===== src/rtl/wr_capture_fifo.sv =====
// Serial-to-parallel word assembler feeding a DEPTH-entry FIFO (LSB first).
// Ports: i_clk, i_rst (sync, active-high), i_data/i_data_vld serial input,
// i_flush clear, o_word/o_word_vld/i_word_rdy read side, o_count, o_state,
// o_overflow. Macro WR_CAPTURE_PARITY_EN adds o_parity (per-entry XOR).
module wr_capture_fifo #(
  parameter int WIDTH = 8,
  parameter int DEPTH = 4
) (
  input  logic                     i_clk,
  input  logic                     i_rst,
  input  logic                     i_data,
  input  logic                     i_data_vld,
  input  logic                     i_flush,
  output logic [WIDTH-1:0]         o_word,
  output logic                     o_word_vld,
  input  logic                     i_word_rdy,
  output logic [$clog2(DEPTH):0]   o_count,
  output logic [1:0]               o_state,
  output logic                     o_overflow
`ifdef WR_CAPTURE_PARITY_EN
  ,
  output logic                     o_parity
`endif
);

  localparam int AW = $clog2(DEPTH);
  localparam int BW = $clog2(WIDTH);
  localparam logic [AW:0]   FULL = (AW+1)'(DEPTH);
  localparam logic [BW-1:0] LAST = BW'(WIDTH - 1);

  typedef enum logic [1:0] {
    IDLE  = 2'b00,
    SHIFT = 2'b01,
    STALL = 2'b11
  } state_t;

  state_t            state_q, state_d;
  logic [BW-1:0]     bitcnt_q, bitcnt_d;
  logic [WIDTH-1:0]  shift_q, shift_d;
  logic [WIDTH-1:0]  hold_q, hold_d;
  logic              ovf_q, ovf_d;
  logic [AW-1:0]     wptr_q, wptr_d;
  logic [AW-1:0]     rptr_q, rptr_d;
  logic [AW:0]       count_q, count_d;
  logic [WIDTH-1:0]  mem_q [DEPTH];
  logic              push, pop, room;
  logic [WIDTH-1:0]  push_data;
`ifdef WR_CAPTURE_PARITY_EN
  logic              par_q [DEPTH];
`endif

  always_comb begin
    state_d   = state_q;
    bitcnt_d  = bitcnt_q;
    shift_d   = shift_q;
    hold_d    = hold_q;
    ovf_d     = ovf_q;
    wptr_d    = wptr_q;
    rptr_d    = rptr_q;
    count_d   = count_q;
    push      = 1'b0;
    push_data = '0;
    pop       = (count_q != '0) && i_word_rdy;
    // A pop frees a slot on the same edge, so a full FIFO still accepts.
    room      = (count_q != FULL) || pop;

    unique case (state_q)
      IDLE, SHIFT: begin
        if (i_data_vld) begin
          shift_d[bitcnt_q] = i_data;
          if (bitcnt_q == LAST) begin
            bitcnt_d = '0;
            if (room) begin
              push      = 1'b1;
              push_data = shift_d;
              state_d   = IDLE;
            end else begin
              hold_d  = shift_d;
              state_d = STALL;
            end
            shift_d = '0;
          end else begin
            bitcnt_d = bitcnt_q + 1'b1;
            state_d  = SHIFT;
          end
        end
      end
      STALL: begin
        if (i_data_vld) ovf_d = 1'b1;
        if (room) begin
          push      = 1'b1;
          push_data = hold_q;
          hold_d    = '0;
          state_d   = IDLE;
        end
      end
      default: state_d = IDLE;
    endcase

    if (push) wptr_d = wptr_q + AW'(1);
    if (pop)  rptr_d = rptr_q + AW'(1);
    if (push && !pop)      count_d = count_q + 1'b1;
    else if (!push && pop) count_d = count_q - 1'b1;

    if (i_flush) begin
      state_d  = IDLE;
      bitcnt_d = '0;
      shift_d  = '0;
      hold_d   = '0;
      ovf_d    = 1'b0;
      wptr_d   = '0;
      rptr_d   = '0;
      count_d  = '0;
      push     = 1'b0;
    end
  end

  always_ff @(posedge i_clk) begin
    if (i_rst) begin
      state_q  <= IDLE;
      bitcnt_q <= '0;
      shift_q  <= '0;
      hold_q   <= '0;
      ovf_q    <= 1'b0;
      wptr_q   <= '0;
      rptr_q   <= '0;
      count_q  <= '0;
    end else begin
      state_q  <= state_d;
      bitcnt_q <= bitcnt_d;
      shift_q  <= shift_d;
      hold_q   <= hold_d;
      ovf_q    <= ovf_d;
      wptr_q   <= wptr_d;
      rptr_q   <= rptr_d;
      count_q  <= count_d;
    end
  end

  // Storage needs no reset: contents are masked by occupancy.
  always_ff @(posedge i_clk) begin
    if (!i_rst && push) begin
      mem_q[wptr_q] <= push_data;
`ifdef WR_CAPTURE_PARITY_EN
      par_q[wptr_q] <= ^push_data;
`endif
    end
  end

  assign o_word_vld = (count_q != '0);
  assign o_word     = o_word_vld ? mem_q[rptr_q] : '0;
  assign o_count    = count_q;
  assign o_state    = state_q;
  assign o_overflow = ovf_q;
`ifdef WR_CAPTURE_PARITY_EN
  assign o_parity   = o_word_vld ? par_q[rptr_q] : 1'b0;
`endif

endmodule


===== config.mk =====
export PLATFORM = sky130hd
export DESIGN_NAME = wr_capture_fifo
export DESIGN_NICKNAME = d
export VERILOG_FILES = /design/src/rtl/wr_capture_fifo.sv
export SDC_FILE = /design/constraint.sdc
export NUM_CORES = 1
export LEC_CHECK = 0
export CORE_ASPECT_RATIO = 1.75
export CORE_MARGIN = 4
export CORE_UTILIZATION = 40
export CTS_CLUSTER_SIZE = 20
export DETAILED_ROUTE_END_ITERATION = 10
export GPL_ROUTABILITY_DRIVEN = 0
export GPL_TIMING_DRIVEN = 0
export PLACE_DENSITY = 0.59
export SLEW_MARGIN = 20
export SYNTH_ARGS = -nofsm -noshare
export SYNTH_HDL_FRONTEND = slang
export SYNTH_SLANG_ARGS = --single-unit

===== constraint.sdc =====
create_clock -name i_clk -period 3.2 [get_ports i_clk]
set_input_delay 0.48 -clock i_clk [delete_from_list [all_inputs] [get_ports i_clk]]
set_output_delay 0.48 -clock i_clk [all_outputs]
set_load 0.01 [all_outputs]

# ---- Word level (Yosys, flattened, before mapping)
# Memory sizes are Yosys's and may differ from the RTL's. A register that Yosys moved wholly into a read port is not among the register bits.
# Index checks and enable logic that the tools add are counted.
# W data, S select, Z words.
dict set report op_classes {
  addsub 5
  order_cmp 2
  n_eq_ne 8
  mux 32
  n_reduce_logical 19
}
# cell count
set op_table {}
lappend op_table {{$mux W8} 10}
lappend op_table {{$pmux W8 S2} 2}
lappend op_table {{$mux W2} 6}
lappend op_table {{$mux W3} 3}
lappend op_table {{$bwmux W8} 1}
lappend op_table {{$ne A2 B2 Y1 const B} 4}
lappend op_table {{$mux W1} 7}
lappend op_table {{$add A3 B1 Y3 const B} 2}
lappend op_table {{$reduce_and A2 Y1} 3}
lappend op_table {{$logic_and A1 B1 Y1} 5}
lappend op_table {{$reduce_and A5 Y1} 1}
lappend op_table {{$add A2 B1 Y2 const B} 2}
lappend op_table {{$lt A3 B4 Y1 const B} 1}
lappend op_table {{$pmux W2 S2} 1}
lappend op_table {{$reduce_bool A2 Y1} 2}
lappend op_table {{$reduce_or A2 Y1} 2}
lappend op_table {{$demux W1 S3} 1}
lappend op_table {{$eq A3 B3 Y1 const B} 1}
lappend op_table {{$ge A3 B1 Y1 const B} 1}
lappend op_table {{$logic_not A1 Y1} 3}
lappend op_table {{$ne A3 B3 Y1 const B} 1}
lappend op_table {{$reduce_bool A3 Y1} 1}
lappend op_table {{$sub A3 B1 Y3 const B} 1}
lappend op_table {{$eq A2 B1 Y1 const B} 1}
lappend op_table {{4 further kinds} 4}
dict set report totals {
  register_bits 29
  ram_bits 32
  input_bits 6
  output_inout_bits 15
  wordCells 75
  mem_count 1
}
# name depth word_bits read_ports rd_ports_with_merged_regs write_ports line_no
set mem_list {}
lappend mem_list {mem_q 4 8 1 1 1 45} ;# logic [WIDTH-1:0] mem_q [DEPTH];

# ---- Longest topological paths before layout
# Gate-level depths: netlist of the first run.
dict set report logic_depth {
  depth_word 11
  mapped_depth 10
  depth_no_buf 10
}

# ---- Worst setup path after synthesis of the first run
# Ideal clock, no wire load.
dict set report synth_timing {
  path_type {flip-flop to flip-flop}
  start {register bitcnt_q[0]}
  end {register count_q[2], in the netlist o_count[2]}
  setup_time_ps 71
  t_arrival_ps 2148
  setup_slack_ps 982
  path_stages_with_launch 11
  n_path_buf 0
  synth_period_minus_slack_ps 2218
  path_cell_list {dfxtp_1 > ha_1 > ha_1 > nand3b_1 > a21oi_1 > ha_1 > inv_1 > fa_1 > xor2_1 > or3_1 > a21oi_1}
}
dict set report synth_between {
  elab_chain_len 7
}
# element line_no
set synth_rtl {}
lappend synth_rtl {{start: declaration} 38} ;# logic [BW-1:0] bitcnt_q, bitcnt_d;
lappend synth_rtl {{start signal: assignment} 130} ;# bitcnt_q <= bitcnt_d;
lappend synth_rtl {{$eq A3 B3 Y1 *} 71} ;# if (bitcnt_q == LAST) begin
lappend synth_rtl {{$mux W1 *} 71}
lappend synth_rtl {{$mux W1 *} 69} ;# if (i_data_vld) begin
lappend synth_rtl {{$pmux W1 S2 *} 67} ;# unique case (state_q)
lappend synth_rtl {{$logic_not A1 Y1} 103} ;# else if (!push && pop) count_d = count_q - 1'b1;
lappend synth_rtl {{$logic_and A1 B1 Y1} 103}
lappend synth_rtl {{$reduce_bool A2 Y1 (no source line)} --}
lappend synth_rtl {{end signal: assignment} 136} ;# count_q <= count_d;
lappend synth_rtl {{end: declaration} 44} ;# logic [AW:0] count_q, count_d;
# Mark *: on every way between the ends. The rest lies on a longest branch, timed or not.
# A chain may end at the register's enable or synchronous reset.

==> results of run 1 <==
[where the power goes]
part           internal, uW  leakage, uW  switching, uW
clock                   594     0.000140            329
sequential              843     0.000504           1.32
combinational          13.3     0.000438           19.5
[worst max-delay path: stages, from the launching register on]
cell and delay, ns:
dfxtp_1 0.30, buf_2 0.28, mux4_2 0.54, nor2b_1 0.14, clkdlybuf4s50_1 0.50
[worst min path at each step]
stage	start	endpoint	slack, ns	depth (start not counted)
after CTS	shift_q[2]	shift_q[2]	0.46	1
after global routing	shift_q[4]	shift_q[4]	0.48	1
after global placement	shift_q[6]	shift_q[6]	0.44	1
after detailed placement	shift_q[6]	shift_q[6]	0.45	1
after floorplan	shift_q[0]	shift_q[0]	0.43	1
final	shift_q[2]	shift_q[2]	0.46	1
[state kept, by name (all words and copies together) (netlist names), named ones only]
name,count
rptr_q,2
o_state,2
bitcnt_q,3
wptr_q,2
o_overflow,1
mem_q,32
shift_q,8
o_count,3
hold_q,8
[cell usage in the layout (no fill, tap or decap), drive strengths merged]
cell type and n:
clkinvlp 1, o31ai 2, clkbuf 16, nand3b 5
fa 1, a211oi 2, nor2 13, dfxtp 31
buf 3, or2 1, nand3 2, nand2 3
inv 4, o2111ai 2, clkinv 5, o2bb2ai 24
o221a 1, o21ai 2, or3 1, edfxtp 32
nor3b 3, and2 13, mux4 8, xor2 4
nor2b 9, or4b 1, and3b 1, nor3 2
clkdlybuf4s50 19, mux2i 13, nor4b 1, o311ai 1
bufinv 1, ha 7, a21oi 4
[layout make-up]
type,count,share of cell area (%)
Sequential cell,63,47.63
Multi-Input combinational cell,126,33.20
Clock buffer,9,6.782
Timing Repair Buffer,19,5.727
Tap cell,82,3.090
Clock inverter,7,1.922
Buffer,10,1.206
Inverter,4,0.4521
[kinds of logic after synthesis]
logic type / Yosys count / synth area share, %
adder cells (fa/ha/maj): 8 / 3.936
buffers and inverters: 14 / 2.014
flip-flops: 63 / 57.85
AND/OR/NAND/NOR: 55 / 12.31
AO/OA/AOI/OAI: 38 / 11.26
multiplexers: 21 / 11.35
XOR/XNOR: 4 / 1.281
[metrics by stage]
stage,utilization [%],hold slack (ns),instances
6_report,50.41,0.4571,320
3_5_place_dp,45.94,0.4468,304
3_3_place_gp,45.94,0.4449,304
5_1_grt,50.41,0.4778,320
2_1_floorplan,-,0.4317,203
4_1_cts,50.33,0.4629,320
[routing by layer]
layer  vias up  global-route usage (%)  part of all wire [%]
met4         0                   7.314                   2.1
met2        24                   23.88                    56
li1        834                       -                     -
met1       764                   12.96                    39
met5         -                       0                     0
met3         8                   4.110                   2.6
==> results.tsv, run 1 <==
metric	value	unit
status	completed	
unrepaired setup endpoints after global routing	false	
Reg-to-Reg Start	bitcnt_q[0]	
ys async rst share	0	%
total chip power	1800	uW
library cells used by synthesis	32	
Syn Nets	217	
clk_lat worst skew	0.32	ns
final worst setup slack	0.6372	ns
Root Buffer Master	clkbuf_16	
TritonRoute pass-1 iters	4	
row count	39	
Crit Path Class	flip-flop to primary output	
clk sinks	63	
largest net degree at the start of global routing	12	
synth warn	0	
most common library cells after synthesis	32 x edfxtp_1, 31 x dfxtp_1, 24 x o2bb2ai_1	
area leader, netlist	edfxtp_1	
post-route ant nets	0	
Total Die Area	8274	um^2
setup_tns	0	ns
Seq/Total Area, Yosys	57.85	%
CTS tree	done	
syn avg cell area	13.47	um^2
final instance area	3321	um^2
Overflow after GRT	0	
Resized Gates After CTS	0	
Placed Area	3027	um^2
Synth top area share	35.15	%
clk slew on worst S/H paths	0.05	ns
DR WL/cell	15.30	um
Lkg Pwr	0.001082	uW
PortBufs	19	
Post-CTS Setup Inserts	0	
Slew @ Worst Pin	0.6414	ns
ANT cells	0	
total track usage	13.24	%
P&R area growth vs syn	21.46	%
Num CTS Buffers	9	
CTS Buffer Depth	2	
# fillers	577	
Final Hold Viols	0	
detailed-route DRC error count	0	
NumNets Final	247	
largest cells by area after synthesis	edfxtp_1 35%, dfxtp_1 23%, o2bb2ai_1 7.7%	
vias in the first global route	1729	
Yosys reg bits	63	
Iteration-0 DRC Markers	73	
Die H	117.4	um
Clock Skew	0.005640	ns
Via density	5.094	
Peak Freq	0.3902	GHz
max-cap violations	0	
Worst IR Drop VDD	0.0003083	V
Rel. slew slack	56.01	%
HP Class	flip-flop to flip-flop	
final wirelength	4.896	mm
ys flop type	edfxtp_1	
routed vias	1630	
first-pass GRT wire length	8.418	mm
Multi-input gate area	1102	um^2
Hold-fix buffers, CTS	0	
layout cells sized above 1	12.18	%
Core Area	6588	um^2
most instantiated library cell after synthesis	edfxtp_1	
fin crit period	2.563	ns
H-tree depth	3	
Final Max Tran Viols	0	
Placement Setup Slack	0.3864	ns
CP max FO	8	
Post-Syn Instances	203	
Pwr per Cell Area	542.1	nW/um^2
final setup fails	0	
number of enable flip-flop cells after synthesis	32	
CP endpoint	o_word[0]	
initial core utilization	41.50	%
WP data arrival	2.08	ns
Post-Synthesis Cell Area	2734	um^2
I/O Pins	21	
detailed placement HPWL	3.540	mm
Die X	70.50	um
CP startpoint kind	flip-flop	
Worst setup EP type	primary output	
Worst EP required	2.72	ns
R2R cell count	10	
area occupied by registers	1582	um^2
initial antenna violation count	0	
Final Cycle Share	80.09	%
worst r2r dst	o_count[2]	
Reg2Reg Setup Slack	0.70	ns
No activity file was read; power rests on OpenSTA's default activity.
==> inputs of run 2 (changes only) <==
--- a/config.mk
+++ b/config.mk
@@ -12,7 +12,7 @@
 export DETAILED_ROUTE_END_ITERATION = 10
 export GPL_ROUTABILITY_DRIVEN = 0
 export GPL_TIMING_DRIVEN = 0
-export PLACE_DENSITY = 0.59
+export PLACE_DENSITY = 0.61
 export SLEW_MARGIN = 20
 export SYNTH_ARGS = -nofsm -noshare
 export SYNTH_HDL_FRONTEND = slang
==> constraint.sdc (replaced) <==
create_clock -name i_clk -period 2.35 [get_ports i_clk]
set_input_delay 0.3525 -clock i_clk [delete_from_list [all_inputs] [get_ports i_clk]]
set_output_delay 0.3525 -clock i_clk [all_outputs]
set_load 0.01 [all_outputs]
==> results.tsv, run 2 (synthesis results as in run 1) <==
metric	value	unit
status	completed	
Lkg Pwr	0.001223	uW
clk slew on worst S/H paths	0.05	ns
initial antenna violation count	0	
Core Util, Final	52.02	%
Rel. slew slack	55.36	%
H-tree depth	3	
most flop-heavy register	mem_q	
detailed-route DRC error count	0	
Root Buffer Master	clkbuf_16	
Total Die Area	8274	um^2
Final Cycle Share	95.98	%
routed vias	1689	
Worst IR Drop VDD	0.0005003	V
Final Hold Viols	0	
Core Area	6588	um^2
final setup fails	0	
clk sinks	63	
Overflow after GRT	0	
max-cap violations	0	
# fillers	581	
total track usage	13.70	%
CTS Buffer Depth	2	
Die X	70.50	um
WP data arrival	1.90	ns
Slew @ Worst Pin	0.6510	ns
NumNets Final	250	
fin crit period	2.256	ns
Die H	117.4	um
CTS tree	done	
Worst setup EP type	primary output	
Clock Skew	0.004588	ns
ANT cells	0	
most common cell after layout, fill and taps aside	edfxtp_1	
worst hold margin	0.4604	ns
layout cells sized above 1	17.01	%
Iteration-0 DRC Markers	85	
CP max FO	8	
I/O Pins	21	
max reg flops	32	
TritonRoute pass-1 iters	6	
row count	39	
initial core utilization	41.50	%
most frequent cells in the layout	32 x edfxtp_1, 29 x dfxtp_1, 24 x o2bb2ai_1	
final wirelength	5.098	mm
Final Max Tran Viols	0	
largest net degree at the start of global routing	12	
Via density	5.229	
clk_lat worst skew	0.33	ns
vias in the first global route	1764	
detailed placement HPWL	3.541	mm
Worst EP required	2.00	ns
first-pass GRT wire length	8.700	mm
CP startpoint kind	flip-flop	
Pwr per Cell Area	752.6	nW/um^2
unrepaired setup endpoints after global routing	false	
Peak Freq	0.4434	GHz
setup_tns	0	ns
PortBufs	19	
DR WL/cell	15.78	um
P&R area growth vs syn	25.35	%
Crit Path Class	flip-flop to primary output	
Num CTS Buffers	9	
largest registers	mem_q: 32 flops, hold_q: 8 flops, shift_q: 8 flops	
post-route ant nets	0	
HP Class	flip-flop to flip-flop	
[run 2: layout make-up]
| type | count | area (um^2) | area share (%) |
|---|---|---|---|
| Timing Repair Buffer | 23 | 235.2 | 6.864 |
| Inverter | 4 | 15.01 | 0.4381 |
| Clock inverter | 6 | 85.08 | 2.483 |
| Multi-Input combinational cell | 126 | 1134 | 33.08 |
| Buffer | 9 | 42.54 | 1.241 |
| Tap cell | 82 | 102.6 | 2.994 |
| Sequential cell | 63 | 1584 | 46.22 |
| Clock buffer | 10 | 229.0 | 6.681 |
[run 2: worst paths after layout]
check / from / endpoint / slack, ns / cells after the start
min: shift_q[2] / shift_q[2] / 0.46 / 1
min reg2reg: shift_q[2] / shift_q[2] / 0.46 / 1
max: flip-flop / o_word[1] / 0.09 / 4
max reg2reg: bitcnt_q[1] / o_count[2] / 0.10 / 10
[run 2: power by group]
group	leakage [uW]	total (uW)	internal, uW	switching (uW)
Combinational	0.000569	45.7	18.3	27.4
Sequential	0.000504	1150	1150	1.79
Clock	0.000150	1380	923	461
[run 2: metrics by stage]
stage	total power, uW	setup slack [ns]	area (um^2)	std cells
6_report	2579	0.09447	3427	323
5_1_grt	2667	0.003725	3427	323
4_1_cts	2600	0.007968	3368	320
3_5_place_dp	1218	-0.3533	3027	304
3_3_place_gp	1217	-0.2903	3027	304
2_1_floorplan	1198	0.1317	2734	203
[run 2: worst max-delay path: stages (launching register included)]
cell and delay [ns]:
dfxtp_1 0.32, buf_6 0.15, mux4_2 0.49, nor2b_1 0.14
clkdlybuf4s50_1 0.49
[run 2: layer usage]
metal,vias to the layer above,global-route usage [%],wire length (um)
met3,12,3.853,160
met4,0,7.194,116
met5,-,0,0
met2,20,24.30,2834
met1,823,14.22,1987
li1,834,-,-
[run 2: timing repair]
action	CTS	global route
gates resized for setup	6	13
buffers inserted	1	3
endpoints found under the setup margin	10	11
hold buffers	0	0
pin swaps	1	2
==> inputs of run 3 (changes only) <==
--- a/config.mk
+++ b/config.mk
@@ -11,7 +11,6 @@
 export CTS_CLUSTER_SIZE = 20
 export DETAILED_ROUTE_END_ITERATION = 10
 export GPL_ROUTABILITY_DRIVEN = 0
-export GPL_TIMING_DRIVEN = 0
 export PLACE_DENSITY = 0.61
 export SLEW_MARGIN = 20
 export SYNTH_ARGS = -nofsm -noshare
==> results.tsv, run 3 (synthesis results as in run 1) <==
metric	value	unit
NumNets Final	264	
met2 Use GR	24.35	%
Hold Crit Depth	1	
Worst IR Drop VDD	0.0004730	V
ANT cells	0	
routed vias	1748	
Hold-fix buffers, CTS	0	
detailed placement HPWL	3.675	mm
P&R area growth vs syn	32.81	%
Die X	70.50	um
max reg flops	32	
initial antenna violation count	0	
Via density	5.202	
TritonRoute pass-1 iters	6	
Worst EP required	2.00	ns
initial core utilization	41.50	%
Slew @ Worst Pin	0.4405	ns
Final Hold Viols	0	
Die H	117.4	um
DR WL/cell	15.47	um
Crit Path Class	flip-flop to primary output	
most flop-heavy register	mem_q	
Core Util, Final	55.12	%
CP startpoint kind	flip-flop	
WP data arrival	1.93	ns
first-pass GRT wire length	8.631	mm
vias in the first global route	1772	
unrepaired setup endpoints after global routing	false	
Rel. slew slack	70.26	%
post-route ant nets	0	
layout cells sized above 1	22.05	%
Overflow after GRT	0	
clk slew on worst S/H paths	0.05	ns
Core Area	6588	um^2
status	completed	
Reg-to-Reg Start	bitcnt_q[0]	
hold endpoint	shift_q[4]	
most common cell after layout, fill and taps aside	edfxtp_1	
grt met3 use	3.853	%
Total Die Area	8274	um^2
total track usage	13.65	%
Iteration-0 DRC Markers	147	
CP max FO	8	
Pwr per Cell Area	768.6	nW/um^2
total chip power	2791	uW
PortBufs	20	
Clock Skew	0.005327	ns
CTS Buffer Depth	2	
largest registers	mem_q: 32 flops, hold_q: 8 flops, shift_q: 8 flops	
worst hold margin	0.4604	ns
Peak Freq	0.4382	GHz
Final Cycle Share	97.11	%
min-delay src	shift_q[4]	
H-tree depth	3	
HP Class	flip-flop to flip-flop	
Post-CTS Setup Inserts	0	
worst r2r dst	o_count[2]	
Worst setup EP type	primary output	
detailed-route DRC error count	0	
R2R cell count	10	
CTS tree	done	
Reg2Reg Setup Slack	0.14	ns
setup_tns	0	ns
Post-Layout Cell Count	336	
largest net degree at the start of global routing	14	
final wirelength	5.199	mm
Final Max Tran Viols	0	
row count	39	
fin crit period	2.282	ns
placed insts	321	
Lkg Pwr	0.001380	uW
busiest metal layer after global routing	met2	
clk sinks	63	
met1 Use GR	13.68	%
most frequent cells in the layout	32 x edfxtp_1, 31 x dfxtp_1, 24 x o2bb2ai_1, 22 x buf_4	
Root Buffer Master	clkbuf_16	
max-cap violations	0	
Num CTS Buffers	9	
I/O Pins	21	
clk_lat worst skew	0.33	ns
final setup fails	0	
==> run 3: cell types whose count changed in the layout (fill, tap and decap cells not counted), sizes merged <==
cell / previous run / this run
clkinvlp: 1 / 0
buf: 7 / 26
clkinv: 3 / 2
clkbuf: 16 / 9
dlymetal6s2s: 6 / 7
bufinv: 2 / 4
==> run 3: timing repair <==
action / CTS / global route
cloned: 0 / 0
setup endpoints to repair: 9 / 10
gates resized for setup: 2 / 11
pin swaps: 0 / 1
==> run 3: worst max path at each step <==
stage / startpoint / to / slack [ns] / cells past startpoint
floorplan: bitcnt_q[0] / o_count[2] / 0.13 / 10
global placement: i_data_vld / o_count[2] / -0.09 / 9
detailed placement: i_data_vld / o_count[2] / -0.16 / 9
CTS: flip-flop / o_word[1] / 0.004 / 4
global route: flip-flop / o_word[2] / 0.001 / 4
finish: flip-flop / o_word[2] / 0.07 / 4
==> run 3: report_power, final <==
group | internal (uW) | switching [uW]
clock | 1140 | 455
combinational | 23.7 | 26.7
sequential | 1150 | 1.94
==> run 3: layer usage <==
metal / routed length [um] / vias up
li1: - / 868
met1: 2034 / 844
met2: 2897 / 28
met3: 164 / 8
met4: 103 / 0
met5: 0 / -
==> run 3: stage by stage <==
step	setup WS, ns	cell area [um^2]
final	0.06791	3631
after global placement	-0.09403	3229
after floorplan	0.1317	2734
after CTS	0.004487	3597
after global routing	0.001239	3631
after detailed placement	-0.1619	3229
==> run 3: cell type report <==
| cell class | count | area [um^2] |
|---|---|---|
| fillers | 569 | 2957 |
| multi-input cells | 126 | 1115 |
| inverters | 4 | 15.01 |
| well taps | 82 | 102.6 |
| flip-flops and latches | 63 | 1582 |
| clock inverters | 6 | 133.9 |
| clock buffers | 9 | 225.2 |
| repair buffers | 46 | 457.9 |
==> run 3: critical path: stages, from the launching register on <==
cell	delay, ns
dfxtp_1	0.33
buf_8	0.16
mux4_2	0.49
nor2b_1	0.14
clkdlybuf4s50_1	0.49
